===== config.mk =====
export PLATFORM = sky130hd
export DESIGN_NAME = pipe_chain_flat
export DESIGN_NICKNAME = d
export VERILOG_FILES = /design/src/rtl/pipe_chain_if.sv /design/src/rtl/pipe_chain.sv /design/src/flat_wrapper.sv
export SDC_FILE = /design/constraint.sdc
export NUM_CORES = 1
export LEC_CHECK = 0
export CAP_MARGIN = 20
export CORE_ASPECT_RATIO = 0.6
export CORE_MARGIN = 2
export CORE_UTILIZATION = 50
export DETAILED_ROUTE_END_ITERATION = 8
export GPL_ROUTABILITY_DRIVEN = 0
export PLACE_DENSITY = 0.83
export SETUP_SLACK_MARGIN = 0.3
export SLEW_MARGIN = 40
export SYNTH_ARGS = -nofsm -noshare
export SYNTH_HDL_FRONTEND = slang
export SYNTH_SLANG_ARGS = --single-unit

===== constraint.sdc =====
create_clock -name clk -period 5.9 [get_ports clk]
set_input_delay 1.18 -clock clk [delete_from_list [all_inputs] [get_ports clk]]
set_output_delay 1.18 -clock clk [all_outputs]
set_load 0.02 [all_outputs]

===== src/rtl/pipe_chain_if.sv =====
// Handshake, hazard-query and status bundle for pipe_chain.
// master = producer/consumer side, slave = the pipeline itself.
interface pipe_chain_if #(
    parameter int WIDTH = 32,
    parameter int DEPTH = 4,
    parameter int TAGW  = 5
);
    localparam int OCCW = $clog2(DEPTH + 1);

    logic             in_valid;
    logic             in_ready;
    logic [WIDTH-1:0] in_data;
    logic [TAGW-1:0]  in_tag;
    logic             in_wen;
    logic [DEPTH-1:0] flush;

    logic             out_valid;
    logic             out_ready;
    logic [WIDTH-1:0] out_data;
    logic [TAGW-1:0]  out_tag;
    logic             out_wen;

    logic [TAGW-1:0]  q_tag;
    logic             q_hit;
    logic [WIDTH-1:0] q_data;
    logic             q_stall;
    logic [OCCW-1:0]  occupancy;

    modport master (
        output in_valid, in_data, in_tag, in_wen, flush, out_ready, q_tag,
        input  in_ready, out_valid, out_data, out_tag, out_wen,
               q_hit, q_data, q_stall, occupancy
    );

    modport slave (
        input  in_valid, in_data, in_tag, in_wen, flush, out_ready, q_tag,
        output in_ready, out_valid, out_data, out_tag, out_wen,
               q_hit, q_data, q_stall, occupancy
    );
endinterface


===== src/rtl/pipe_chain.sv =====
// Elastic DEPTH-stage pipeline with per-stage flush and destination-tag hazard query.
// Define PIPE_CHAIN_FWD_EN to forward the youngest matching payload instead of stalling.
module pipe_chain #(
    parameter int WIDTH = 32,
    parameter int DEPTH = 4,
    parameter int TAGW  = 5
) (
    input  logic         clk,
    input  logic         rst,
    pipe_chain_if.slave  bus
);
    localparam int OCCW = $clog2(DEPTH + 1);

    logic [DEPTH-1:0] valid_q, valid_d;
    logic [DEPTH-1:0] wen_q, wen_d;
    logic [WIDTH-1:0] data_q [DEPTH];
    logic [WIDTH-1:0] data_d [DEPTH];
    logic [TAGW-1:0]  tag_q  [DEPTH];
    logic [TAGW-1:0]  tag_d  [DEPTH];

    logic [DEPTH-1:0] ev;
    logic [DEPTH-1:0] rdy;
    logic [DEPTH-1:0] match;
    logic [OCCW-1:0]  occ;

    // A stage may load whenever any stage at or downstream of it is empty/killed,
    // or the consumer is taking the last entry; this is what compresses bubbles.
    always_comb begin
        ev  = valid_q & ~bus.flush;
        rdy = '0;
        for (int k = 0; k < DEPTH; k++) begin
            rdy[k] = bus.out_ready;
            for (int j = k; j < DEPTH; j++) begin
                if (!ev[j]) rdy[k] = 1'b1;
            end
        end
    end

    always_comb begin
        valid_d = valid_q;
        wen_d   = wen_q;
        data_d  = data_q;
        tag_d   = tag_q;
        if (rdy[0]) begin
            valid_d[0] = bus.in_valid;
            data_d[0]  = bus.in_data;
            tag_d[0]   = bus.in_tag;
            wen_d[0]   = bus.in_wen;
        end
        for (int k = 1; k < DEPTH; k++) begin
            if (rdy[k]) begin
                valid_d[k] = ev[k-1];
                data_d[k]  = data_q[k-1];
                tag_d[k]   = tag_q[k-1];
                wen_d[k]   = wen_q[k-1];
            end
        end
    end

    always_ff @(posedge clk or posedge rst) begin
        if (rst) begin
            valid_q <= '0;
            wen_q   <= '0;
            for (int k = 0; k < DEPTH; k++) begin
                data_q[k] <= '0;
                tag_q[k]  <= '0;
            end
        end else begin
            valid_q <= valid_d;
            wen_q   <= wen_d;
            for (int k = 0; k < DEPTH; k++) begin
                data_q[k] <= data_d[k];
                tag_q[k]  <= tag_d[k];
            end
        end
    end

    // Tag 0 is the "no destination" register and never creates a hazard.
    always_comb begin
        match = '0;
        for (int k = 0; k < DEPTH; k++) begin
            match[k] = ev[k] & wen_q[k] & (tag_q[k] == bus.q_tag) & (bus.q_tag != '0);
        end
    end

    assign bus.q_hit = |match;

`ifdef PIPE_CHAIN_FWD_EN
    logic [WIDTH-1:0] fwd_data;

    // Scan oldest to youngest so the youngest match wins.
    always_comb begin
        fwd_data = '0;
        for (int k = DEPTH - 1; k >= 0; k--) begin
            if (match[k]) fwd_data = data_q[k];
        end
    end

    assign bus.q_data  = fwd_data;
    assign bus.q_stall = 1'b0;
`else
    assign bus.q_data  = '0;
    assign bus.q_stall = bus.q_hit;
`endif

    always_comb begin
        occ = '0;
        for (int k = 0; k < DEPTH; k++) begin
            occ = occ + OCCW'(valid_q[k]);
        end
    end

    assign bus.occupancy = occ;
    assign bus.in_ready  = rdy[0];
    assign bus.out_valid = ev[DEPTH-1];
    assign bus.out_data  = data_q[DEPTH-1];
    assign bus.out_tag   = tag_q[DEPTH-1];
    assign bus.out_wen   = wen_q[DEPTH-1];
endmodule


===== src/flat_wrapper.sv =====
// flat-port wrapper written by rule: the top's interface ports become plain ports
module pipe_chain_flat 
#(
    parameter int WIDTH = 32,
    parameter int DEPTH = 4,
    parameter int TAGW  = 5
)
  (clk, rst, bus_in_valid, bus_in_data, bus_in_tag, bus_in_wen, bus_flush, bus_out_ready, bus_q_tag, bus_in_ready, bus_out_valid, bus_out_data, bus_out_tag, bus_out_wen, bus_q_hit, bus_q_data, bus_q_stall, bus_occupancy);
  pipe_chain_if #(.WIDTH(WIDTH), .DEPTH(DEPTH), .TAGW(TAGW)) bus_i ();
  input  logic clk;
  input  logic rst;
  input wire logic [$bits(bus_i.in_valid)-1:0] bus_in_valid;
  input wire logic [$bits(bus_i.in_data)-1:0] bus_in_data;
  input wire logic [$bits(bus_i.in_tag)-1:0] bus_in_tag;
  input wire logic [$bits(bus_i.in_wen)-1:0] bus_in_wen;
  input wire logic [$bits(bus_i.flush)-1:0] bus_flush;
  input wire logic [$bits(bus_i.out_ready)-1:0] bus_out_ready;
  input wire logic [$bits(bus_i.q_tag)-1:0] bus_q_tag;
  output wire logic [$bits(bus_i.in_ready)-1:0] bus_in_ready;
  output wire logic [$bits(bus_i.out_valid)-1:0] bus_out_valid;
  output wire logic [$bits(bus_i.out_data)-1:0] bus_out_data;
  output wire logic [$bits(bus_i.out_tag)-1:0] bus_out_tag;
  output wire logic [$bits(bus_i.out_wen)-1:0] bus_out_wen;
  output wire logic [$bits(bus_i.q_hit)-1:0] bus_q_hit;
  output wire logic [$bits(bus_i.q_data)-1:0] bus_q_data;
  output wire logic [$bits(bus_i.q_stall)-1:0] bus_q_stall;
  output wire logic [$bits(bus_i.occupancy)-1:0] bus_occupancy;
  assign bus_i.in_valid = bus_in_valid;
  assign bus_i.in_data = bus_in_data;
  assign bus_i.in_tag = bus_in_tag;
  assign bus_i.in_wen = bus_in_wen;
  assign bus_i.flush = bus_flush;
  assign bus_i.out_ready = bus_out_ready;
  assign bus_i.q_tag = bus_q_tag;
  assign bus_in_ready = bus_i.in_ready;
  assign bus_out_valid = bus_i.out_valid;
  assign bus_out_data = bus_i.out_data;
  assign bus_out_tag = bus_i.out_tag;
  assign bus_out_wen = bus_i.out_wen;
  assign bus_q_hit = bus_i.q_hit;
  assign bus_q_data = bus_i.q_data;
  assign bus_q_stall = bus_i.q_stall;
  assign bus_occupancy = bus_i.occupancy;
  pipe_chain #(.WIDTH(WIDTH), .DEPTH(DEPTH), .TAGW(TAGW)) u_core (.clk(clk), .rst(rst), .bus(bus_i));
endmodule

# Word level (Yosys, flattened, before mapping)
# Cells that the tools add are included.
# Widths: inputs -> output; s select.
[word_totals]
output_inout_bits = 77
reg_bits = 156
word_cells = 49
[classes]
eq_ne = 4
bitwise_logic = 14
muxes = 10
add_sub_neg = 3
reduce_logical = 2
[op_table]
columns = ["operator", "n"]
rows = [
  ["$eq 5x5->1", 4],
  ["$and 1x1->1", 12],
  ["$mux 1", 10],
  ["$add 3x1->3", 2],
  ["$reduce_bool 5->1", 1],
  ["$and 4x4->4", 1],
  ["$not 4->4", 1],
  ["$reduce_or 4->1", 1],
  ["$add 1x1->2", 1],
]

# Logic depth before layout (Yosys ltp)
# Gate-level depths: netlist (run 1).
[depth]
word_depth = 6
ltp_mapped = 7
mapped_depth_nobuf = 5

# Least setup slack after synthesis (run 1)
# OpenSTA, ideal clock, no wires.
[synth_path]
kind = "input-to-output"
from = "in bus_q_tag[0]"
to = "out bus_q_stall"
t_required_ns = 4.720
cell_stages = 7
arrival_time_ns = 2.407
setup_slack_ns = 2.313
path_buffers = 2
path_cell_list = "clkbuf_1 xor2_1 nor4_1 nand4_1 nand4_1 o21a_1 buf_4"
[synth_between]
elab_chain_len = 4
elab_cells_between_ends = 14
[synth_rtl]
columns = ["item", "line_no", "text"]
rows = [
  ["from (decl)", "flat_wrapper.sv:18", "input wire logic [$bits(bus_i.q_tag)-1:0] bus_q_tag;"],
  ["$eq 5x5->1", "pipe_chain.sv:82", "match[k] = ev[k] & wen_q[k] & (tag_q[k] == bus.q_tag) & (bus.q_tag != '0);"],
  ["$and 1x1->1 (2 in a row)", "pipe_chain.sv:82", ""],
  ["$reduce_or 4->1 *", "pipe_chain.sv:86", "assign bus.q_hit = |match;"],
  ["to (decl)", "flat_wrapper.sv:26", "output wire logic [$bits(bus_i.q_stall)-1:0] bus_q_stall;"],
]
# Every way passes the cells marked *; elsewhere a longest branch is shown, timed or not.

# Worst setup path after layout (run 1)
[layout_path]
from = "in bus_q_tag[4]"
to = "out bus_q_hit"
[layout_between]
elab_chain_len = 4
elab_cells_between_ends = 14
[layout_rtl]
columns = ["item", "line_no", "text"]
rows = [
  ["$eq 5x5->1", "pipe_chain.sv:82", ""],
  ["$and 1x1->1 (2 in a row)", "pipe_chain.sv:82", ""],
  ["$reduce_or 4->1 *", "pipe_chain.sv:86", ""],
  ["to (decl)", "flat_wrapper.sv:24", "output wire logic [$bits(bus_i.q_hit)-1:0] bus_q_hit;"],
]
# Marks and branches as above.

==> results.cfg, run 1 <==
[outcome]
status = completed

[detailed_routing]
viasPerCell = 4.96
num_vias = 3803
drtPass1Iterations = 4
top_layer = met4
met2_length_um = 6300
drt_wl_total_um = 12900
postRouteAntennaNets = 0
dr_wl_met3_um = 703
drcViolationCount = 0
wl_met1_um = 5810
wire_per_inst_um = 16.8
drt_iter0_markers = 190

[critical_path]
arrival_ps = 3390
crit_fanout = 5
crit_type = input port to output pin
end_kind = output pin
max_stage_delay_ps = 610
cp.required_ps = 4720
cp_slowest_cell = clkdlybuf4s50_1
path_cells = clkdlybuf4s50_1, xor2_1, nor4_1, nand4_1, nand4_1, o21a_1, clkdlybuf4s50_1
startpoint_type = input port

[grt]
grtUsageTotal_pct = 18.7
antenna_found_initial = 0
grt_pass1_vias = 3908
grt_max_degree = 122
grt_pass1_wl_um = 20700
overflow = 0

[sta]
post-route-min-period_ps = 4570
max_slew_margin_pct = 50.4
fmax_mhz = 219
setup_viol = 0
slew_viol_final = 0
fin_skew_ps = 13.1
tns_ps = 0
fin_crit_sh_pct = 77.4
finalHoldViolCount = 0
holdWs_ps = 464
rsz0062_at_grt = false
worstMarginPinSlew_ps = 745

[pwr]
p_per_area_mw_per_mm2 = 312
ir_worst_vdd_v = 0.000192
total_leakage_power_nw = 3.67
power_w = 0.00251

[synthesis]
synthFlopType = dfrtp_1
synth_top_area_share_pct = 57.7
ys_top_cells_by_area = dfrtp_1 (58%), mux2_2 (13%), buf_4 (8.0%), nand2_1 (6.4%), mux2_4 (5.6%)
avgSynthCellArea_um2 = 12.8
synth-xor-area-share_pct = 2.59
syn_area_mm2 = 0.00676
ys_types = 29
ys_seq_elements = 156
yosysMostFrequentCell = dfrtp_1
synthTopCellsByCount = dfrtp_1 (156), nand2_1 (116), mux2_2 (76)
synth_edf_count = 0
synth_top_family_by_area = multiplexers
synth_compound_area_share_pct = 0.111
yosys_warnings = 0
synthCells = 529
synth_simple_gate_area_share_pct = 8.60
seq_area_frac_synth_pct = 57.7
synth_fa_ha_area_share_pct = 0.666
synth_area_leader_cell = dfrtp_1
synthArstFlopShare_pct = 100
synth.area.mux_share_pct = 20.4

[clock_tree]
cts.htree.levels = 4
cts_buffers = 17
clock_path_buffers = 2
cts.repair.resized = 0
insertion_delay_ps = 410
hold_buffers = 0
root_buffer = clkbuf_16
cts_tree = yes
clk_pin_slew_ps = 60
cts_setup_buffers = 0
cts.sinks = 156

[final_layout]
fin_cells = 767
nets = 638
drive_gt1_share_pct = 24.3
synthToLayoutAreaGrowth_pct = 19.2
diodes = 0

[floorplan]
rows = 32
die_h_um = 94.1
io_pins = 128
initial_utilization_pct = 52.0
die_area_mm2 = 0.0145
core_area_mm2 = 0.0130
die_w_um = 154

[placement]
io_buffers = 95
placedCellCount = 735
place_hpwl_um = 8290

[flow_run]
drv_cap = 0

[min_path]
hp-class = register to register
-- cell families (layout without fill, tap and decap cells) --
group | after synthesis | count (layout)
muxes | 114 | 114
and+or+nand+nor | 138 | 138
other | 1 | 32
buffers and inverters | 96 | 133
DFF | 156 | 156
AOI/OAI and AO/OA | 1 | 1
adders and majority gates | 3 | 3
xor gates and xnor gates | 20 | 20
-- worst paths after layout --
path | from | end | slack [ps] | cells after the start
max | bus_q_tag[4] | bus_q_hit | 1330 | 7
min | u_core.data_q[65]$_DFFE_PP0P_ | u_core.data_q[33]$_DFFE_PP0P_ | 460 | 2
max reg2reg | u_core.valid_q[2]$_DFFE_PP0P_ | u_core.data_q[108]$_DFFE_PP0P_ | 3830 | 6
min reg2reg | u_core.data_q[65]$_DFFE_PP0P_ | u_core.data_q[33]$_DFFE_PP0P_ | 460 | 2
max in group asynchronous | rst | u_core.valid_q[2]$_DFFE_PP0P_ | 3680 | 3
min in group asynchronous | rst | u_core.data_q[113]$_DFFE_PP0P_ | 1190 | 2
-- power breakdown --
part	total [W]	switching (W)	internal, W
Clock	0.00114	0.000450	0.000689
Combinational	0.000211	0.000103	0.000108
Sequential	0.00116	0.0000358	0.00113
Total	0.00251	0.000589	0.00192
-- cells in the final DEF (no fill, tap or decap), drive strengths merged --
| cell type | instances |
|---|---|
| and2 | 1 |
| buf | 5 |
| bufinv | 3 |
| clkbuf | 19 |
| clkdlybuf4s50 | 95 |
| clkinv | 2 |
| clkinvlp | 3 |
| conb | 32 |
| dfrtp | 156 |
| fa | 1 |
| ha | 2 |
| inv | 6 |
| mux2 | 114 |
| nand2 | 117 |
| nand2b | 2 |
| nand3 | 1 |
| nand4 | 4 |
| nor2 | 2 |
| nor2b | 3 |
| nor3b | 1 |
| nor4 | 4 |
| o21a | 1 |
| or2 | 2 |
| or4 | 1 |
| xnor2 | 3 |
| xor2 | 17 |
-- stage by stage --
stage / util [%] / setup WS (ps) / cell area, um^2
floorplan: - / 513 / 6880
global placement: 57.1 / 1560 / 7430
detailed placement: 57.1 / 1370 / 7430
CTS: 61.9 / 1360 / 8060
global route: 62.0 / 1260 / 8060
finish: 62.0 / 1330 / 8060
-- worst max-delay path: cells and delay by family --
kind | cells | cell delay (ps)
XOR/XNOR | 1 | 220
AND/OR/NAND/NOR | 3 | 660
AO/OA/AOI/OAI | 1 | 160
buffers and inverters | 2 | 1170
-- sequential cells by signal, indices dropped and copies added, names as in the netlist --
signal               count
u_core.wen_q             4
u_core.bus.out_tag       5
u_core.data_q           96
u_core.valid_q           4
u_core.tag_q            15
u_core.bus.out_data     32
-- area by class of cell --
cell class                 instances  area, um^2
sequential                       156        3900
tap                              170         213
inverter                           1        16.3
clock buffer                      19         443
timing repair buffer             100         988
fill                             985        4950
multi-input combinational        308        2320
clock inverter                    13         179
-- per-layer routing --
layer,track usage (%),vias to the layer above
li1,-,1739
met1,24.9,1963
met2,30.9,93
met3,5.35,8
met4,4.21,0
met5,0,-
No activity file was read; power rests on OpenSTA's default activity.
==> run 2, diff against run 1 <==
Clock period 5.9 ns to 4.25 ns, I/O delays scaled along.
==> results.cfg, run 2 (synthesis gave the netlist of run 1 again) <==
[floorplan]
die_h_um = 94.1
initial_utilization_pct = 52.0
io_pins = 128
core_area_mm2 = 0.0130
rows = 32
die_w_um = 154
die_area_mm2 = 0.0145

[grt]
overflow = 0
grt_pass1_vias = 4051
grt_pass1_wl_um = 21400
grtUsageTotal_pct = 19.6
grt_max_degree = 66
antenna_found_initial = 0

[final_layout]
layout_commonest_cell = dfrtp_1
nets = 641
largest_register_ffs = 96
fill_cells = 983
top_register = u_core.data_q
diodes = 0
final_area_mm2 = 0.00813
final_cell_mix = dfrtp_1 (156), nand2_1 (115), clkdlybuf4s50_1 (95), mux2_2 (76), conb_1 (32)
fin_util_pct = 62.5
synthToLayoutAreaGrowth_pct = 20.3
drive_gt1_share_pct = 24.3

[detailed_routing]
drt_iter0_markers = 191
drtPass1Iterations = 4
wl_met1_um = 6110
drcViolationCount = 0
postRouteAntennaNets = 0
wire_per_inst_um = 17.0
dr_wl_met3_um = 777
num_vias = 3847
viasPerCell = 5.00
drt_wl_total_um = 13100
met2_length_um = 6120
top_layer = met4

[critical_path]
cp.required_ps = 3400
startpoint_type = input port
path_cells = clkdlybuf4s50_1, xor2_1, nor4_1, nand4_1, nand4_1, o21a_1, clkdlybuf4s50_1
cp_slowest_cell = clkdlybuf4s50_1
crit_fanout = 5
end_kind = output pin
max_stage_delay_ps = 600
arrival_ps = 2970
crit_type = input port to output pin

[placement]
place_area_mm2 = 0.00752
place_hpwl_um = 8390
place_ws_ps = 461
io_buffers = 95

[sta]
slew_viol_final = 0
rsz0062_at_grt = false
tns_ps = 0
finalHoldViolCount = 0
max_slew_margin_pct = 50.8
fin_skew_ps = 10.4
post-route-min-period_ps = 3820
fmax_mhz = 262
setup_slack_ps = 435
setup_viol = 0
fin_crit_sh_pct = 89.8
worstMarginPinSlew_ps = 737

[flow_run]
drv_cap = 0

[clock_tree]
cts_buffers = 17
clk_pin_slew_ps = 60
cts.sinks = 156
cts.repair.resized = 0
insertion_delay_ps = 420
hold_buffers = 0
root_buffer = clkbuf_16
clock_path_buffers = 2
cts_tree = yes
cts.htree.levels = 4
cts_setup_buffers = 0

[min_path]
hp-class = register to register

[pwr]
ir_worst_vdd_v = 0.000287
total_leakage_power_nw = 3.70
p_per_area_mw_per_mm2 = 428

[outcome]
status = completed
## run 2: cell types whose count changed in the layout (fill, tap and decap cells not counted), moves of 2 or more
cell | before | now
buf_12 | 0 | 2
inv_6 | 4 | 1
clkbuf_1 | 1 | 3
clkbuf_8 | 1 | 3
buf_16 | 0 | 2
inv_8 | 2 | 0
## run 2: routing by layer
metal / track usage [%] / vias up
li1: - / 1745
met1: 26.4 / 1987
met2: 30.6 / 103
met3: 6.09 / 12
met4: 6.07 / 0
met5: 0 / -
## run 2: final timing paths
kind                                                from                        endpoint  slack [ps]  cells after the start
max                                         bus_q_tag[3]                       bus_q_hit         430                      7
min                        u_core.data_q[46]$_DFFE_PP0P_   u_core.data_q[46]$_DFFE_PP0P_         460                      2
max reg2reg                u_core.valid_q[2]$_DFFE_PP0P_  u_core.data_q[111]$_DFFE_PP0P_        2160                      6
min reg2reg                u_core.data_q[46]$_DFFE_PP0P_   u_core.data_q[46]$_DFFE_PP0P_         460                      2
max in group asynchronous                            rst     u_core.wen_q[2]$_DFFE_PP0P_        2570                      5
min in group asynchronous                            rst   u_core.data_q[99]$_DFFE_PP0P_         730                      2
## run 2: worst max-delay path, delay by kind of cell
family / cells / cell delay (ps)
XOR/XNOR: 1 / 230
AO/OA/AOI/OAI: 1 / 140
AND/OR/NAND/NOR: 3 / 580
buffers and inverters: 2 / 1150
## run 2: through the flow
stage	cells	power, W	hold WS (ps)
2_1_floorplan	560	0.00185	435
3_3_place_gp	736	0.00193	446
4_1_cts	770	0.00351	469
6_report	770	0.00348	465
5_1_grt	770	0.00361	488
3_5_place_dp	738	0.00195	454
## run 2: final cells by class
| class | instances | area (um^2) | area share, % |
|---|---|---|---|
| Clock buffer | 23 | 478 | 5.88 |
| Clock inverter | 9 | 135 | 1.66 |
| Inverter | 1 | 7.51 | 0.0923 |
| Multi-Input combinational cell | 308 | 2320 | 28.5 |
| Sequential cell | 156 | 3900 | 48.0 |
| Tap cell | 170 | 213 | 2.62 |
| Timing Repair Buffer | 103 | 1080 | 13.2 |
## run 2: power breakdown
group          internal, W  switching [W]
sequential         0.00156      0.0000500
clock             0.000974       0.000592
combinational     0.000158       0.000147
